==> src/rtl/bcd2bin_pkg.sv <==
// rtl/bcd2bin_pkg.sv - shared calculator types and helpers for the BCD-to-binary converter
package bcd2bin_pkg;

    typedef enum logic {
        IDLE = 1'b0,
        RUN  = 1'b1
    } state_t;

    localparam logic [3:0] BCD_DIGIT_MAX = 4'd9;

    function automatic int slice_w(input int digits);
        return 4 * digits + 1;
    endfunction

    function automatic logic [63:0] pow10(input int n);
        logic [63:0] p;
        p = 64'd1;
        for (int i = 0; i < n; i++) begin
            p = p * 64'd10;
        end
        return p;
    endfunction

    // Largest DIGITS-digit value must fit in the magnitude field.
    function automatic logic mag_w_fits(input int digits, input int mag_w);
        return (64'd1 << mag_w) > (pow10(digits) - 64'd1);
    endfunction

endpackage

==> src/rtl/bcd2bin_lane.sv <==
// rtl/bcd2bin_lane.sv - one channel: x10 accumulate, invalid-digit flag, output formatting
module bcd2bin_lane
    import bcd2bin_pkg::*;
#(
    parameter int MAG_W = 17
) (
    input  logic             clk,
    input  logic             rst,
    input  logic             clr,
    input  logic             step,
    input  logic             last,
    input  logic [3:0]       digit,
    input  logic             sign,
    input  logic             twos,
    output logic [MAG_W:0]   bin,
    output logic             err
);

    logic [MAG_W-1:0] acc;
    logic [MAG_W-1:0] acc_n;
    logic             inval;
    logic             inval_n;
    logic [MAG_W:0]   fmt;

    always_comb begin
        acc_n   = (acc << 3) + (acc << 1) + MAG_W'(digit);
        inval_n = inval | (digit > BCD_DIGIT_MAX);
    end

    // Negative zero collapses to zero in both formats.
    always_comb begin
        fmt = '0;
        if (!inval_n && (acc_n != '0)) begin
            if (!twos) begin
                fmt = {sign, acc_n};
            end else if (sign) begin
                fmt = ~{1'b0, acc_n} + 1'b1;
            end else begin
                fmt = {1'b0, acc_n};
            end
        end
    end

    always_ff @(posedge clk or posedge rst) begin
        if (rst) begin
            acc   <= '0;
            inval <= 1'b0;
            bin   <= '0;
            err   <= 1'b0;
        end else if (clr) begin
            acc   <= '0;
            inval <= 1'b0;
        end else if (step) begin
            acc   <= acc_n;
            inval <= inval_n;
            if (last) begin
                bin <= fmt;
                err <= inval_n;
            end
        end
    end

endmodule

==> src/rtl/bcd2bin_seq.sv <==
// rtl/bcd2bin_seq.sv - multi-channel sequential signed BCD-to-binary converter with handshake
module bcd2bin_seq
    import bcd2bin_pkg::*;
#(
    parameter int DIGITS = 5,
    parameter int MAG_W  = 17,
    parameter int CH     = 2
) (
    input  logic                           clk,
    input  logic                           rst,
    input  logic                           start,
    input  logic                           twos,
    input  logic [CH*slice_w(DIGITS)-1:0]  bcd_in,
    output logic                           busy,
    output logic                           done,
    output logic [CH*(MAG_W+1)-1:0]        bin_out,
    output logic [CH-1:0]                  err
);

    localparam int SW    = slice_w(DIGITS);
    localparam int CNT_W = (DIGITS > 1) ? $clog2(DIGITS) : 1;

    generate
        if (!mag_w_fits(DIGITS, MAG_W)) begin : g_cfg_err
            $error("bcd2bin_seq: MAG_W too small to hold 10^DIGITS-1");
        end
    endgenerate

    state_t             state;
    state_t             state_n;
    logic               load;
    logic               step;
    logic               last;
    logic [CNT_W-1:0]   cnt;
    logic [CH*SW-1:0]   bcd_q;
    logic               twos_q;

    always_ff @(posedge clk or posedge rst) begin
        if (rst) begin
            state <= IDLE;
        end else begin
            state <= state_n;
        end
    end

    always_comb begin
        state_n = state;
        load    = 1'b0;
        step    = 1'b0;
        last    = 1'b0;
        case (state)
            IDLE: begin
                if (start) begin
                    load    = 1'b1;
                    state_n = RUN;
                end
            end
            RUN: begin
                step = 1'b1;
                if (cnt == CNT_W'(DIGITS - 1)) begin
                    last    = 1'b1;
                    state_n = IDLE;
                end
            end
            default: state_n = IDLE;
        endcase
    end

    always_ff @(posedge clk or posedge rst) begin
        if (rst) begin
            cnt    <= '0;
            bcd_q  <= '0;
            twos_q <= 1'b0;
            busy   <= 1'b0;
            done   <= 1'b0;
        end else begin
            busy <= (state_n == RUN);
            done <= last;
            if (load) begin
                cnt    <= '0;
                bcd_q  <= bcd_in;
                twos_q <= twos;
            end else if (step) begin
                cnt <= cnt + 1'b1;
            end
        end
    end

    for (genvar g = 0; g < CH; g++) begin : g_lane
        logic [3:0] digit;

        // Digit select, MSD first: count k picks nibble DIGITS-1-k.
        always_comb begin
            digit = '0;
            for (int k = 0; k < DIGITS; k++) begin
                if (cnt == CNT_W'(k)) begin
                    digit = bcd_q[g*SW + 4*(DIGITS-1-k) +: 4];
                end
            end
        end

        bcd2bin_lane #(
            .MAG_W (MAG_W)
        ) u_lane (
            .clk   (clk),
            .rst   (rst),
            .clr   (load),
            .step  (step),
            .last  (last),
            .digit (digit),
            .sign  (bcd_q[g*SW + SW - 1]),
            .twos  (twos_q),
            .bin   (bin_out[g*(MAG_W+1) +: MAG_W+1]),
            .err   (err[g])
        );
    end

endmodule

==> config.mk <==
export PLATFORM = sky130hd
export DESIGN_NAME = bcd2bin_seq
export DESIGN_NICKNAME = d
export VERILOG_FILES = /design/src/rtl/bcd2bin_pkg.sv /design/src/rtl/bcd2bin_lane.sv /design/src/rtl/bcd2bin_seq.sv
export SDC_FILE = /design/constraint.sdc
export NUM_CORES = 1
export LEC_CHECK = 0
export CELL_PAD_IN_SITES_DETAIL_PLACEMENT = 1
export CELL_PAD_IN_SITES_GLOBAL_PLACEMENT = 1
export CORE_MARGIN = 5
export CORE_UTILIZATION = 39
export DETAILED_ROUTE_END_ITERATION = 12
export GPL_TIMING_DRIVEN = 0
export PLACE_DENSITY = 0.8
export SYNTH_ARGS = -nofsm -noshare
export SYNTH_HDL_FRONTEND = slang
export SYNTH_SLANG_ARGS = --single-unit
export TNS_END_PERCENT = 5
==> constraint.sdc <==
create_clock -name clk -period 7.1 [get_ports clk]
set_input_delay 0.71 -clock clk [delete_from_list [all_inputs] [get_ports clk]]
set_output_delay 0.71 -clock clk [all_outputs]
set_load 0.03 [all_outputs]
After elaboration in Yosys (flattened, before gate mapping) --
Index checks and enable logic that the tools add are counted.
Operators by class: add/subtract/negate cells 7, magnitude comparators 2, eq/ne operators 4, multiplexer cells 33, bitwise operators 6, reduce and logical (&&, ||, !) cells 9
Operators with widths (count):
- $mux 18 | 6
- $mux 16 | 4
- $mux 4 | 10
- $add 18x1->18 const B | 2
- $not 17->18 | 2
- $add 17x17->17 | 2
- $add 17x4->17 | 2
- $reduce_bool 17->1 | 2
- $mux 1 | 10
- $gt 4x4->1 const B | 2
- $eq 3x2->1 const B | 2
- $mux 3 | 2
- $add 3x1->3 const B | 1
- $eq 3x1->1 const B | 1
- $eq 3x3->1 const B | 1
- $logic_not 3->1 | 1
- $reduce_and 3->1 | 1
- $logic_and 1x1->1 | 2
- $logic_not 1->1 | 2
- $not 1->1 | 2
- $or 1x1->1 | 2
- $pmux 1 s2 | 1
- $reduce_bool 2->1 | 1
Storage, ports and cells: register bits after elaboration 120, bits of input ports 46, logic and storage cells 74

Depth between registers and ports, before layout --
Gate-level depths: netlist of the first run.
depth after elaboration 12, mapped depth 24, gate-level depth less buffers 22

Cells and area by module --
From an unflattened synthesis of the first run, not the netlist that was laid out.
Unflattened totals: cell total of the unflattened synthesis 775, area, all modules 7923.8 um2
By module, submodules not included:
- bcd2bin_lane | times used 2, cells each 304, area each 2757.6 um2
- bcd2bin_seq | times used 1, cells each 167, area each 2408.6 um2

Worst setup path after synthesis of the first run --
OpenSTA, ideal clock, no wires.
kind reg2reg, start reg cnt[0], end reg g_lane[1].u_lane.bin[14], library setup time 0.069 ns, data arrival time 5.173 ns, slack 1.858 ns, stages on the path, launching flop included 23, buffers on the path 2, clock period less this slack 5.242 ns, cells stage by stage dfrtp_1 inv_1 ha_1 buf_2 inv_1 o211ai_1 o211a_1 a211oi_1 inv_1 fa_1 inv_1 fa_1 nand2b_1 a211oi_1 o211ai_1 o311ai_0 a21oi_1 xnor2_1 ha_1 or4_1 buf_2 or4_1 nand3_1
On the way: cells in the longest elaborated chain, start to end 12, elaborated cells between the ends (all ways) 24, those cells by class 2 x add/sub; 1 x order compare; 4 x eq/ne; 10 x mux; 2 x bitwise; 5 x reduce/logical
RTL lines:
- start, declared | line bcd2bin_seq.sv:34 | logic [CNT_W-1:0] cnt;
- start signal, assigned | line bcd2bin_seq.sv:84 | cnt <= cnt + 1'b1;
- $logic_not 3->1 | line bcd2bin_seq.sv:96 | if (cnt == CNT_W'(k)) begin
- $mux 4 (5 in a row) | line bcd2bin_seq.sv:96
- $add 17x4->17 | line bcd2bin_lane.sv:26 | acc_n = (acc << 3) + (acc << 1) + MAG_W'(digit);
- $not 17->18 | line bcd2bin_lane.sv:37 | fmt = ~{1'b0, acc_n} + 1'b1;
- $add 18x1->18 | line bcd2bin_lane.sv:37
- $mux 18 | line bcd2bin_lane.sv:36 | end else if (sign) begin
- $mux 18 | line bcd2bin_lane.sv:34 | if (!twos) begin
- $mux 18 | line bcd2bin_lane.sv:33 | if (!inval_n && (acc_n != '0)) begin
- end signal, assigned | line bcd2bin_lane.sv:57 | bin <= fmt;
- end, declared | line bcd2bin_lane.sv:15 | output logic [MAG_W:0] bin,
Parallel ways exist; a longest one is shown, timed or not. A chain may end at the register's enable or synchronous reset.

Worst setup path after layout of the first run --
start reg cnt[0], end reg g_lane[1].u_lane.bin[1]
Same word-level chain as after synthesis.

==> qor.json, run 1 <==
{
  "cts.reportedPaths.clkPinSlew": {"value": 0.06, "unit": "ns"},
  "synthesis.area": {"value": 7740, "unit": "sq um"},
  "cts-buffers-inserted": {"value": 17},
  "globalRoute.totalOverflow": {"value": 0},
  "setup_total_negative_slack": {"value": 0, "unit": "ns"},
  "route.detailed.drc": {"value": 0},
  "hold_slack": {"value": 0.475, "unit": "ns"},
  "timing.critical_path.from": {"value": "cnt[0]"},
  "std_cell_rows": {"value": 51},
  "maxSlewViolCount": {"value": 0},
  "finalWorstPathRequiredPeriod": {"value": 6.43, "unit": "ns"},
  "required_time_of_the_critical_path": {"value": 7.37, "unit": "ns"},
  "worstSetupPathType": {"value": "flip-flop to flip-flop"},
  "seq_area_frac_synth": {"value": 38.8, "unit": "%"},
  "die_width": {"value": 151, "unit": "um"},
  "finish.utilization": {"value": 48.8, "unit": "%"},
  "slowest_delay": {"value": 0.58, "unit": "ns"},
  "post-route-period-util": {"value": 90.6, "unit": "%"},
  "detailedPlace.worstSlack": {"value": 0.736, "unit": "ns"},
  "area_delta_synth_final": {"value": 23.1, "unit": "%"},
  "final_setup_violating_endpoints": {"value": 0},
  "outcome": {"value": "finished, final reports clean"},
  "postSynthCellCount": {"value": 800},
  "groute.usage.overall": {"value": 21.4, "unit": "%"},
  "die-area": {"value": 22800, "unit": "sq um"},
  "yosys_warnings": {"value": 0},
  "routed-via-count": {"value": 6633},
  "post_synth.cell_area_avg": {"value": 9.68, "unit": "sq um"},
  "first_pass_iteration_count_of_the_detailed_router": {"value": 4},
  "timing.max_cap.violations": {"value": 0},
  "first_global_vias": {"value": 7061},
  "crit_arrival": {"value": 6.70, "unit": "ns"},
  "async_flop_share": {"value": 100, "unit": "%"},
  "ratio_of_routed_vias_to_standard_cells": {"value": 5.61},
  "hold_viol_final": {"value": 0},
  "core_area": {"value": 19500, "unit": "sq um"},
  "initial_antenna_violation_count": {"value": 1},
  "worst_setup_end_kind": {"value": "flip-flop"},
  "start_util": {"value": 39.7, "unit": "%"},
  "wl_per_cell": {"value": 19.9, "unit": "um"},
  "mostFrequentLayoutCell": {"value": "sky130_fd_sc_hd__dfrtp_1"},
  "mostFrequentLayoutCells": {"value": "sky130_fd_sc_hd__dfrtp_1, sky130_fd_sc_hd__nand2_1, sky130_fd_sc_hd__clkdlybuf4s50_1"},
  "multiInputGateArea": {"value": 4480, "unit": "sq um"},
  "cp_cell_sequence": {"value": "inv_1 -> ha_1 -> buf_2 -> inv_1 -> o211a_1 -> a211oi_1 -> inv_1 -> fa_1 -> inv_1 -> fa_1 -> nand2b_1 -> a211oi_1 -> o211ai_1 -> o21ai_0 -> nand4_2 -> or4_1 -> nor3_1 -> ha_1 -> or4_1 -> buf_2 -> clkbuf_1 -> o21ai_0"},
  "fmax": {"value": 155, "unit": "MHz"},
  "cp_max_fo": {"value": 10},
  "root_buffer": {"value": "sky130_fd_sc_hd__clkbuf_16"},
  "timing.critical_path.from_type": {"value": "flip-flop"},
  "port_buffers": {"value": 85},
  "antenna_left": {"value": 0},
  "design.final.nets": {"value": 1020},
  "slew_headroom": {"value": 30.2, "unit": "%"},
  "die_height": {"value": 151, "unit": "um"},
  "drive_gt1_share": {"value": 11.4, "unit": "%"},
  "min-delay-path-class": {"value": "flip-flop to flip-flop"},
  "post_cts_resize_count": {"value": 0},
  "cts_num_sinks": {"value": 120},
  "ios": {"value": 86},
  "cts_tree": {"value": "done"},
  "number_of_nets_produced_by_synthesis": {"value": 915},
  "ys_ff_latch": {"value": 120},
  "timing.rr.start": {"value": "cnt[0]"},
  "crit_slowest_cell": {"value": "sky130_fd_sc_hd__or4_1"},
  "hold_buffers": {"value": 0},
  "htree_levels": {"value": 4},
  "synth_ff_type": {"value": "sky130_fd_sc_hd__dfrtp_1"},
  "worst_slew_pin_slew": {"value": 1.03, "unit": "ns"},
  "detail_route.iter0.violations": {"value": 265},
  "ff_latch_area": {"value": 3000, "unit": "sq um"},
  "fin_skew": {"value": 0.0148, "unit": "ns"},
  "post-cts-setup-buffers": {"value": 0},
  "place_congestion": {"value": 0.859},
  "filler_cell_count": {"value": 2249},
  "min_from": {"value": "g_lane[0].u_lane.bin[10]"},
  "cp_common_cell": {"value": "sky130_fd_sc_hd__inv_1"},
  "number_of_enable_type_register_cells_in_the_synthesized_netlist": {"value": 0},
  "routed_wl": {"value": 23.6, "unit": "mm"},
  "unrepaired_setup_endpoints_after_global_routing": {"value": "false"},
  "synth.lib_cells_used.distinct": {"value": 70},
  "diodes": {"value": 0},
  "clk_lat_worst_skew": {"value": 0.42, "unit": "ns"},
  "dp_hpwl": {"value": 17.7, "unit": "mm"},
  "final.setup.worst_slack": {"value": 0.667, "unit": "ns"},
  "grt_max_degree": {"value": 76},
  "clock_path_buffers": {"value": 2},
  "global_route_wire_length_before_repair": {"value": 38.1, "unit": "mm"}
}
[final cells by class]
type | instances | share of cell area (%)
tap | 265 | 3.48
inverter | 30 | 1.23
clock buffer | 18 | 4.61
sequential | 120 | 31.5
multi-input combinational | 615 | 47.0
clock inverter | 14 | 1.44
buffer | 35 | 1.56
timing repair buffer | 86 | 9.21
[critical path, delay by kind of cell, from the launching register on]
| family | cells | cell delay, ns |
|---|---|---|
| AND/OR/NAND/NOR | 5 | 1.37 |
| adder cells (fa/ha/maj) | 4 | 1.39 |
| AO/OA/AOI/OAI | 6 | 1.83 |
| buffers and inverters | 7 | 1.26 |
| flip-flops | 1 | 0.42 |
[synthesized netlist by cell type (10+ instances only)]
library cell,count,area share [%]
sky130_fd_sc_hd__nand2_1,87,4.2
sky130_fd_sc_hd__nor3_1,11,0.71
sky130_fd_sc_hd__o211ai_1,10,0.97
sky130_fd_sc_hd__a21o_1,17,1.6
sky130_fd_sc_hd__clkbuf_1,26,1.3
sky130_fd_sc_hd__and2_1,11,0.89
sky130_fd_sc_hd__ha_1,65,11
sky130_fd_sc_hd__a22o_1,12,1.4
sky130_fd_sc_hd__nor2_1,35,1.7
sky130_fd_sc_hd__dfrtp_1,120,39
sky130_fd_sc_hd__nor2b_1,14,1.1
sky130_fd_sc_hd__xnor2_1,24,2.7
sky130_fd_sc_hd__mux2_2,42,6.1
sky130_fd_sc_hd__inv_1,29,1.4
sky130_fd_sc_hd__o21ai_0,69,4.5
sky130_fd_sc_hd__a21oi_1,32,2.1
sky130_fd_sc_hd__xor2_1,21,2.4
sky130_fd_sc_hd__and3_1,11,0.89
sky130_fd_sc_hd__nand3_1,21,1.4
[cell families after synthesis]
group | Yosys count | synth area share [%]
fa+ha+maj | 69 | 11.5
flops | 120 | 38.8
xor+xnor | 45 | 5.09
buf+inv | 65 | 3.38
simple gates | 242 | 15.9
compound gates | 211 | 18.4
mux | 48 | 6.88
[registers in the layout, summed over array words and instances (netlist names)]
signal	cells
bcd_q	42
busy	1
cnt	3
done	1
g_lane.u_lane.acc	32
g_lane.u_lane.bin	36
g_lane.u_lane.err	2
g_lane.u_lane.inval	2
twos_q	1
[through the flow]
stage,std cells,area [sq um]
finish,1183,9530
global route,1183,9530
CTS,1183,9530
detailed placement,1151,8960
global placement,1150,8920
floorplan,800,7740
[metal layers]
layer	track usage, %	routed length [um]
met5	0	13
met4	6.57	565
met3	4.01	987
met2	36.5	11600
met1	27.6	10400
[worst paths after layout]
check,cells past startpoint,slack [ns],end
max reg2reg,22,0.67,g_lane[1].u_lane.bin[1]
min reg2reg,2,0.47,g_lane[0].u_lane.bin[10]
min in group asynchronous,2,0.69,bcd_q[12]
min,2,0.47,g_lane[0].u_lane.bin[10]
max in group asynchronous,3,5.64,g_lane[1].u_lane.bin[11]
max,22,0.67,g_lane[1].u_lane.bin[1]
Power of run 1 is not shown: default switching activity piles up to over one toggle a cycle in this logic, so the estimate is an artifact.
==> run 2, diff against run 1 <==
Settings changed: CELL_PAD_IN_SITES_DETAIL_PLACEMENT 1 to 0.
==> run 2 against run 1 <==
Net effect:
- clock skew shrank 0.0017 ns
- register-to-register slack gained 0.16 ns
- count of clock-buffer cells in the layout grew 1
- critical path type unchanged
==> qor.json, run 2 (synthesis results as in run 1) <==
{
  "setup_total_negative_slack": {"value": 0, "unit": "ns", "change": "unchanged"},
  "place_congestion": {"value": 0.859, "change": "unchanged"},
  "clk_lat_worst_skew": {"value": 0.42, "unit": "ns", "change": "about the same"},
  "post_cts_resize_count": {"value": 0, "change": "unchanged"},
  "mostFrequentLayoutCells": {"value": "sky130_fd_sc_hd__dfrtp_1, sky130_fd_sc_hd__nand2_1, sky130_fd_sc_hd__clkdlybuf4s50_1"},
  "post-route-period-util": {"value": 88.4, "unit": "%", "change": "-2.2 points"},
  "unrepaired_setup_endpoints_after_global_routing": {"value": "false"},
  "crit_arrival": {"value": 6.55, "unit": "ns", "change": "-0.15 ns"},
  "hold_buffers": {"value": 0, "change": "unchanged"},
  "detail_route.iter0.violations": {"value": 466, "change": "+76%"},
  "die_height": {"value": 151, "unit": "um", "change": "unchanged"},
  "global_route_wire_length_before_repair": {"value": 32.9, "unit": "mm", "change": "-14%"},
  "detailedPlace.worstSlack": {"value": 0.782, "unit": "ns", "change": "+0.0459 ns"},
  "antenna_left": {"value": 0, "change": "unchanged"},
  "port_buffers": {"value": 85, "change": "unchanged"},
  "worstSetupPathType": {"value": "flip-flop to flip-flop"},
  "worst_setup_end_kind": {"value": "flip-flop"},
  "hold_viol_final": {"value": 0, "change": "unchanged"},
  "first_global_vias": {"value": 6198, "change": "-12%"},
  "met2_usage": {"value": 28.3, "unit": "%", "change": "-8.2 points"},
  "ratio_of_routed_vias_to_standard_cells": {"value": 5.38, "change": "-4.1%"},
  "filler_cell_count": {"value": 1876, "change": "-17%"},
  "post-cts-setup-buffers": {"value": 0, "change": "unchanged"},
  "slew_headroom": {"value": 29.1, "unit": "%", "change": "-1.1 points"},
  "grt_max_degree": {"value": 76, "change": "unchanged"},
  "root_buffer": {"value": "sky130_fd_sc_hd__clkbuf_16"},
  "diodes": {"value": 0, "change": "unchanged"},
  "ios": {"value": 86, "change": "unchanged"},
  "busiest_layer": {"value": "met2"},
  "global_route.usage.met3": {"value": 3.95, "unit": "%", "change": "-0.060 points"},
  "cts_num_sinks": {"value": 120, "change": "unchanged"},
  "fmax": {"value": 159, "unit": "MHz", "change": "+2.5%"},
  "max_flop_register": {"value": "bcd_q"},
  "routed_wl": {"value": 20.3, "unit": "mm", "change": "-14%"},
  "dp_hpwl": {"value": 15.3, "unit": "mm", "change": "-13%"},
  "wl_per_cell": {"value": 17.2, "unit": "um", "change": "-14%"},
  "grt.met1_usage": {"value": 26.1, "unit": "%", "change": "-1.5 points"},
  "final.setup.worst_slack": {"value": 0.826, "unit": "ns", "change": "+0.159 ns"},
  "timing.max_cap.violations": {"value": 0, "change": "unchanged"},
  "route.detailed.drc": {"value": 0, "change": "unchanged"},
  "globalRoute.totalOverflow": {"value": 0, "change": "unchanged"},
  "clock_path_buffers": {"value": 2, "change": "unchanged"},
  "groute.usage.overall": {"value": 18.3, "unit": "%", "change": "-3.1 points"},
  "core_area": {"value": 19500, "unit": "sq um", "change": "unchanged"},
  "die-area": {"value": 22800, "unit": "sq um", "change": "unchanged"},
  "drive_gt1_share": {"value": 11.4, "unit": "%", "change": "unchanged"},
  "flip_flop_count_of_the_largest_register_all_copies_and_words_added": {"value": 42, "change": "unchanged"},
  "required_time_of_the_critical_path": {"value": 7.38, "unit": "ns", "change": "about the same"},
  "outcome": {"value": "finished, final reports clean"},
  "cts_tree": {"value": "done"},
  "area_delta_synth_final": {"value": 23.5, "unit": "%"},
  "first_pass_iteration_count_of_the_detailed_router": {"value": 5, "change": "+1"},
  "reg.largest.list": {"value": "bcd_q (42), g_lane.u_lane.bin (36), g_lane.u_lane.acc (32)"},
  "design.final.nets": {"value": 1020, "change": "unchanged"},
  "cp_max_fo": {"value": 10, "change": "unchanged"},
  "mostFrequentLayoutCell": {"value": "sky130_fd_sc_hd__dfrtp_1"},
  "fin_skew": {"value": 0.0131, "unit": "ns", "change": "-0.00173 ns"},
  "maxSlewViolCount": {"value": 0, "change": "unchanged"},
  "timing.critical_path.from_type": {"value": "flip-flop"},
  "initial_antenna_violation_count": {"value": 0, "change": "-1"},
  "die_width": {"value": 151, "unit": "um", "change": "unchanged"},
  "final_setup_violating_endpoints": {"value": 0, "change": "unchanged"},
  "routed-via-count": {"value": 6362, "change": "-4.1%"},
  "start_util": {"value": 39.7, "unit": "%", "change": "unchanged"},
  "min-delay-path-class": {"value": "flip-flop to flip-flop"},
  "cts.reportedPaths.clkPinSlew": {"value": 0.06, "unit": "ns", "change": "about the same"},
  "finalWorstPathRequiredPeriod": {"value": 6.27, "unit": "ns", "change": "-0.159 ns"},
  "cts-buffers-inserted": {"value": 17, "change": "unchanged"},
  "std_cell_rows": {"value": 51, "change": "unchanged"},
  "worst_slew_pin_slew": {"value": 1.05, "unit": "ns", "change": "+0.0165 ns"},
  "htree_levels": {"value": 4, "change": "unchanged"}
}
run 2: final timing paths:
| check | startpoint | to | slack, ns | depth (start not counted) |
|---|---|---|---|---|
| max | cnt[0] | g_lane[1].u_lane.bin[3] | 0.83 | 22 |
| min | g_lane[0].u_lane.bin[8] | g_lane[0].u_lane.bin[8] | 0.47 | 2 |
| max reg2reg | cnt[0] | g_lane[1].u_lane.bin[3] | 0.83 | 22 |
| min reg2reg | g_lane[0].u_lane.bin[8] | g_lane[0].u_lane.bin[8] | 0.47 | 2 |
| max in group asynchronous | rst | g_lane[1].u_lane.bin[14] | 5.68 | 3 |
| min in group asynchronous | rst | bcd_q[13] | 0.69 | 2 |
run 2: routing by layer:
layer | vias to the layer above | wire, um
li1 | 3122 | -
met4 | 0 | 274
met3 | 23 | 1070
met2 | 164 | 9010
met1 | 3053 | 9960
met5 | - | 0
run 2: final cells by class:
type | instances | area [sq um] | share of cell area (%)
Multi-Input combinational cell | 615 | 4480 | 46.8
Sequential cell | 120 | 3000 | 31.4
Timing Repair Buffer | 86 | 878 | 9.18
Clock buffer | 19 | 453 | 4.74
Tap cell | 265 | 332 | 3.47
Clock inverter | 13 | 155 | 1.62
Buffer | 35 | 149 | 1.56
Inverter | 30 | 118 | 1.23
run 2: critical path: stages (launching register included):
cell	delay, ns
sky130_fd_sc_hd__dfrtp_1	0.42
sky130_fd_sc_hd__inv_1	0.09
sky130_fd_sc_hd__ha_1	0.23
sky130_fd_sc_hd__buf_2	0.24
sky130_fd_sc_hd__inv_1	0.12
sky130_fd_sc_hd__o211a_1	0.23
sky130_fd_sc_hd__a211oi_1	0.28
sky130_fd_sc_hd__inv_1	0.09
sky130_fd_sc_hd__fa_1	0.53
sky130_fd_sc_hd__inv_1	0.07
sky130_fd_sc_hd__fa_1	0.45
sky130_fd_sc_hd__nand2b_1	0.17
sky130_fd_sc_hd__a211oi_1	0.49
sky130_fd_sc_hd__o211ai_1	0.34
sky130_fd_sc_hd__o21ai_0	0.28
sky130_fd_sc_hd__nand4_2	0.26
sky130_fd_sc_hd__or4_1	0.56
sky130_fd_sc_hd__nor3_1	0.21
sky130_fd_sc_hd__ha_1	0.21
sky130_fd_sc_hd__or4_1	0.11
sky130_fd_sc_hd__buf_2	0.19
sky130_fd_sc_hd__clkbuf_1	0.38
sky130_fd_sc_hd__o21ai_0	0.17
run 2: stage by stage:
stage / instances / hold slack (ns) / cell area (sq um) / util (%)
after floorplan: 800 / 0.451 / 7740 / -
after global placement: 1150 / 0.462 / 8920 / 45.7
after detailed placement: 1151 / 0.470 / 8960 / 45.9
after CTS: 1183 / 0.484 / 9570 / 49.0
after global routing: 1183 / 0.509 / 9570 / 49.0
final: 1183 / 0.474 / 9570 / 49.0
Power of run 2 is left out for the same reason.
==> run 3, diff against run 2 <==
Settings changed: CTS_CLUSTER_SIZE set to 28, RECOVER_POWER set to 25, TNS_END_PERCENT 5 to 1.
==> run 3 against run 2 <==
Net effect:
- the run now ends with max-capacitance violations, max-slew violations left
- critical path type unchanged
- design area is 0.22% lower
- non-clock buffer count stayed put
- fmax hardly changed
- sequential share of layout area is 0.070 points higher
- core utilization is 0.11 points lower
- first-iteration DRC count stayed put
- critical path depth stayed put
- highest routed layer unchanged
==> qor.json, run 3 (synthesis results as in run 1) <==
{
  "outcome": {"value": "finished with violations"},
  "violations": {"value": "max-capacitance violations, max-slew violations"},
  "routed_wl": {"value": 20.3, "unit": "mm", "change": "-0.12%"},
  "worst_slew_pin_slew": {"value": 3.56, "unit": "ns", "change": "+2.51 ns"},
  "finalWorstPathRequiredPeriod": {"value": 6.28, "unit": "ns", "change": "+0.00148 ns"},
  "maxSlewViolCount": {"value": 123, "change": "+123"},
  "first_global_vias": {"value": 6198, "change": "unchanged"},
  "cts.reportedPaths.clkPinSlew": {"value": 0.06, "unit": "ns", "change": "about the same"},
  "final_setup_violating_endpoints": {"value": 0, "change": "unchanged"},
  "place_congestion": {"value": 0.859, "change": "unchanged"},
  "unrepaired_setup_endpoints_after_global_routing": {"value": "false"},
  "clock_path_buffers": {"value": 2, "change": "unchanged"},
  "max_flop_register": {"value": "bcd_q"},
  "post_cts_resize_count": {"value": 0, "change": "unchanged"},
  "die-area": {"value": 22800, "unit": "sq um", "change": "unchanged"},
  "antenna_left": {"value": 0, "change": "unchanged"},
  "ff_latch_area": {"value": 3000, "unit": "sq um", "change": "unchanged"},
  "busiest_layer": {"value": "met2"},
  "global_route_wire_length_before_repair": {"value": 32.9, "unit": "mm", "change": "unchanged"},
  "grt_max_degree": {"value": 76, "change": "unchanged"},
  "ratio_of_routed_vias_to_standard_cells": {"value": 5.37, "change": "-0.20%"},
  "die_height": {"value": 151, "unit": "um", "change": "unchanged"},
  "grt.met1_usage": {"value": 26.1, "unit": "%", "change": "unchanged"},
  "mostFrequentLayoutCell": {"value": "sky130_fd_sc_hd__dfrtp_1"},
  "wl_per_cell": {"value": 17.1, "unit": "um", "change": "-0.12%"},
  "multiInputGateArea": {"value": 4480, "unit": "sq um", "change": "unchanged"},
  "dp_hpwl": {"value": 15.3, "unit": "mm", "change": "unchanged"},
  "global_route.usage.met3": {"value": 3.95, "unit": "%", "change": "unchanged"},
  "first_pass_iteration_count_of_the_detailed_router": {"value": 6, "change": "+1"},
  "detailed_place.area": {"value": 8960, "unit": "sq um", "change": "unchanged"},
  "worstSetupPathType": {"value": "flip-flop to flip-flop"},
  "cp_common_cell": {"value": "sky130_fd_sc_hd__inv_1"},
  "drive_gt1_share": {"value": 11.3, "unit": "%", "change": "-0.11 points"},
  "clk_lat_worst_skew": {"value": 0.41, "unit": "ns", "change": "about the same"},
  "cts_tree": {"value": "done"},
  "hold_viol_final": {"value": 0, "change": "unchanged"},
  "diodes": {"value": 0, "change": "unchanged"},
  "port_buffers": {"value": 85, "change": "unchanged"},
  "post-cts-setup-buffers": {"value": 0, "change": "unchanged"},
  "filler_cell_count": {"value": 1878, "change": "+0.11%"},
  "fin_skew": {"value": 0.0108, "unit": "ns", "change": "-0.00230 ns"},
  "fmax": {"value": 159, "unit": "MHz", "change": "about the same"},
  "design.final.nets": {"value": 1020, "change": "unchanged"},
  "hold_buffers": {"value": 0, "change": "unchanged"},
  "slew_headroom": {"value": -137, "unit": "%", "change": "-170 points"},
  "detail_route.iter0.violations": {"value": 466, "change": "unchanged"},
  "ios": {"value": 86, "change": "unchanged"},
  "groute.usage.overall": {"value": 18.3, "unit": "%", "change": "unchanged"},
  "cp_cell_sequence": {"value": "inv_1 -> ha_1 -> buf_2 -> inv_1 -> o211a_1 -> a211oi_1 -> inv_1 -> fa_1 -> inv_1 -> fa_1 -> nand2b_1 -> a211oi_1 -> o211ai_1 -> o21ai_0 -> nand4_2 -> or4_1 -> nor3_1 -> ha_1 -> or4_1 -> buf_2 -> clkbuf_1 -> o21ai_0"},
  "setup_total_negative_slack": {"value": 0, "unit": "ns", "change": "unchanged"},
  "post-route-period-util": {"value": 88.4, "unit": "%", "change": "about the same"},
  "root_buffer": {"value": "sky130_fd_sc_hd__clkbuf_16"},
  "slowest_delay": {"value": 0.56, "unit": "ns", "change": "about the same"},
  "cp_max_fo": {"value": 10, "change": "unchanged"},
  "route.detailed.drc": {"value": 0, "change": "unchanged"},
  "required_time_of_the_critical_path": {"value": 7.37, "unit": "ns", "change": "about the same"},
  "reg.largest.list": {"value": "bcd_q (42), g_lane.u_lane.bin (36), g_lane.u_lane.acc (32)"},
  "routed-via-count": {"value": 6349, "change": "-0.20%"},
  "cts-buffers-inserted": {"value": 17, "change": "unchanged"},
  "crit_arrival": {"value": 6.55, "unit": "ns", "change": "about the same"},
  "die_width": {"value": 151, "unit": "um", "change": "unchanged"},
  "start_util": {"value": 39.7, "unit": "%", "change": "unchanged"},
  "flip_flop_count_of_the_largest_register_all_copies_and_words_added": {"value": 42, "change": "unchanged"},
  "htree_levels": {"value": 4, "change": "unchanged"},
  "cp_top_family": {"value": "compound AO/OA/AOI/OAI gates"},
  "std_cell_rows": {"value": 51, "change": "unchanged"},
  "finalInstanceArea": {"value": 9540, "unit": "sq um", "change": "-0.22%"},
  "crit_slowest_cell": {"value": "sky130_fd_sc_hd__or4_1"},
  "core_area": {"value": 19500, "unit": "sq um", "change": "unchanged"},
  "cp_num_buf_inv": {"value": 7, "change": "unchanged"},
  "timing.max_cap.violations": {"value": 2, "change": "+2"},
  "met2_usage": {"value": 28.3, "unit": "%", "change": "unchanged"},
  "initial_antenna_violation_count": {"value": 0, "change": "unchanged"},
  "area_delta_synth_final": {"value": 23.3, "unit": "%"},
  "min-delay-path-class": {"value": "flip-flop to flip-flop"},
  "worst_setup_end_kind": {"value": "flip-flop"},
  "timing.critical_path.from_type": {"value": "flip-flop"},
  "mostFrequentLayoutCells": {"value": "sky130_fd_sc_hd__dfrtp_1, sky130_fd_sc_hd__nand2_1, sky130_fd_sc_hd__clkdlybuf4s50_1"},
  "cts_num_sinks": {"value": 120, "change": "unchanged"},
  "globalRoute.totalOverflow": {"value": 0, "change": "unchanged"}
}
## run 3: cell count changes in the layout (fill, tap and decap cells not counted)
cell | previous run | this run
sky130_fd_sc_hd__clkdlybuf4s50_1 | 85 | 84
sky130_fd_sc_hd__inv_6 | 8 | 7
sky130_fd_sc_hd__dlygate4sd3_1 | 0 | 1
sky130_fd_sc_hd__buf_16 | 1 | 0
sky130_fd_sc_hd__clkdlybuf4s25_1 | 0 | 1
sky130_fd_sc_hd__clkinvlp_2 | 0 | 1
## run 3: layout make-up
type	count	area share [%]
Inverter	30	1.19
Clock inverter	13	1.63
Sequential cell	120	31.5
Clock buffer	19	4.75
Timing Repair Buffer	86	9.02
Tap cell	265	3.47
Multi-Input combinational cell	615	46.9
Buffer	35	1.56
## run 3: path summary, 6_finish.rpt
kind | start | to | slack (ns) | depth (start not counted)
worst max register to register | cnt[0] | g_lane[1].u_lane.bin[3] | 0.82 | 22
worst max-delay path | cnt[0] | g_lane[1].u_lane.bin[3] | 0.82 | 22
worst min register to register | g_lane[0].u_lane.bin[8] | g_lane[0].u_lane.bin[8] | 0.47 | 2
worst min-delay path | g_lane[0].u_lane.bin[8] | g_lane[0].u_lane.bin[8] | 0.47 | 2
min in group asynchronous | rst | bcd_q[13] | 1.26 | 2
max in group asynchronous | rst | g_lane[1].u_lane.bin[13] | 1.47 | 3
## run 3: through the flow
stage	utilization, %	hold WS [ns]	cells	worst slack (ns)
after CTS	49.0	0.484	1183	0.760
after floorplan	-	0.451	800	1.86
after detailed placement	45.9	0.470	1151	0.782
after global routing	48.9	0.509	1183	0.211
final	48.9	0.474	1183	0.824
after global placement	45.7	0.462	1150	0.813
## run 3: worst min-delay path, stage by stage, from the launching register on
cell and delay (ns):
sky130_fd_sc_hd__dfrtp_1 0.34, sky130_fd_sc_hd__nand2_1 0.04, sky130_fd_sc_hd__o21ai_0 0.06
## run 3: metal layers
| layer | share of wire, % | vias to the layer above |
|---|---|---|
| met5 | 0 | - |
| met4 | 1.4 | 0 |
| met3 | 5.2 | 21 |
| met2 | 44 | 164 |
| met1 | 49 | 3043 |
| li1 | - | 3121 |
Power of run 3 is left out for the same reason.
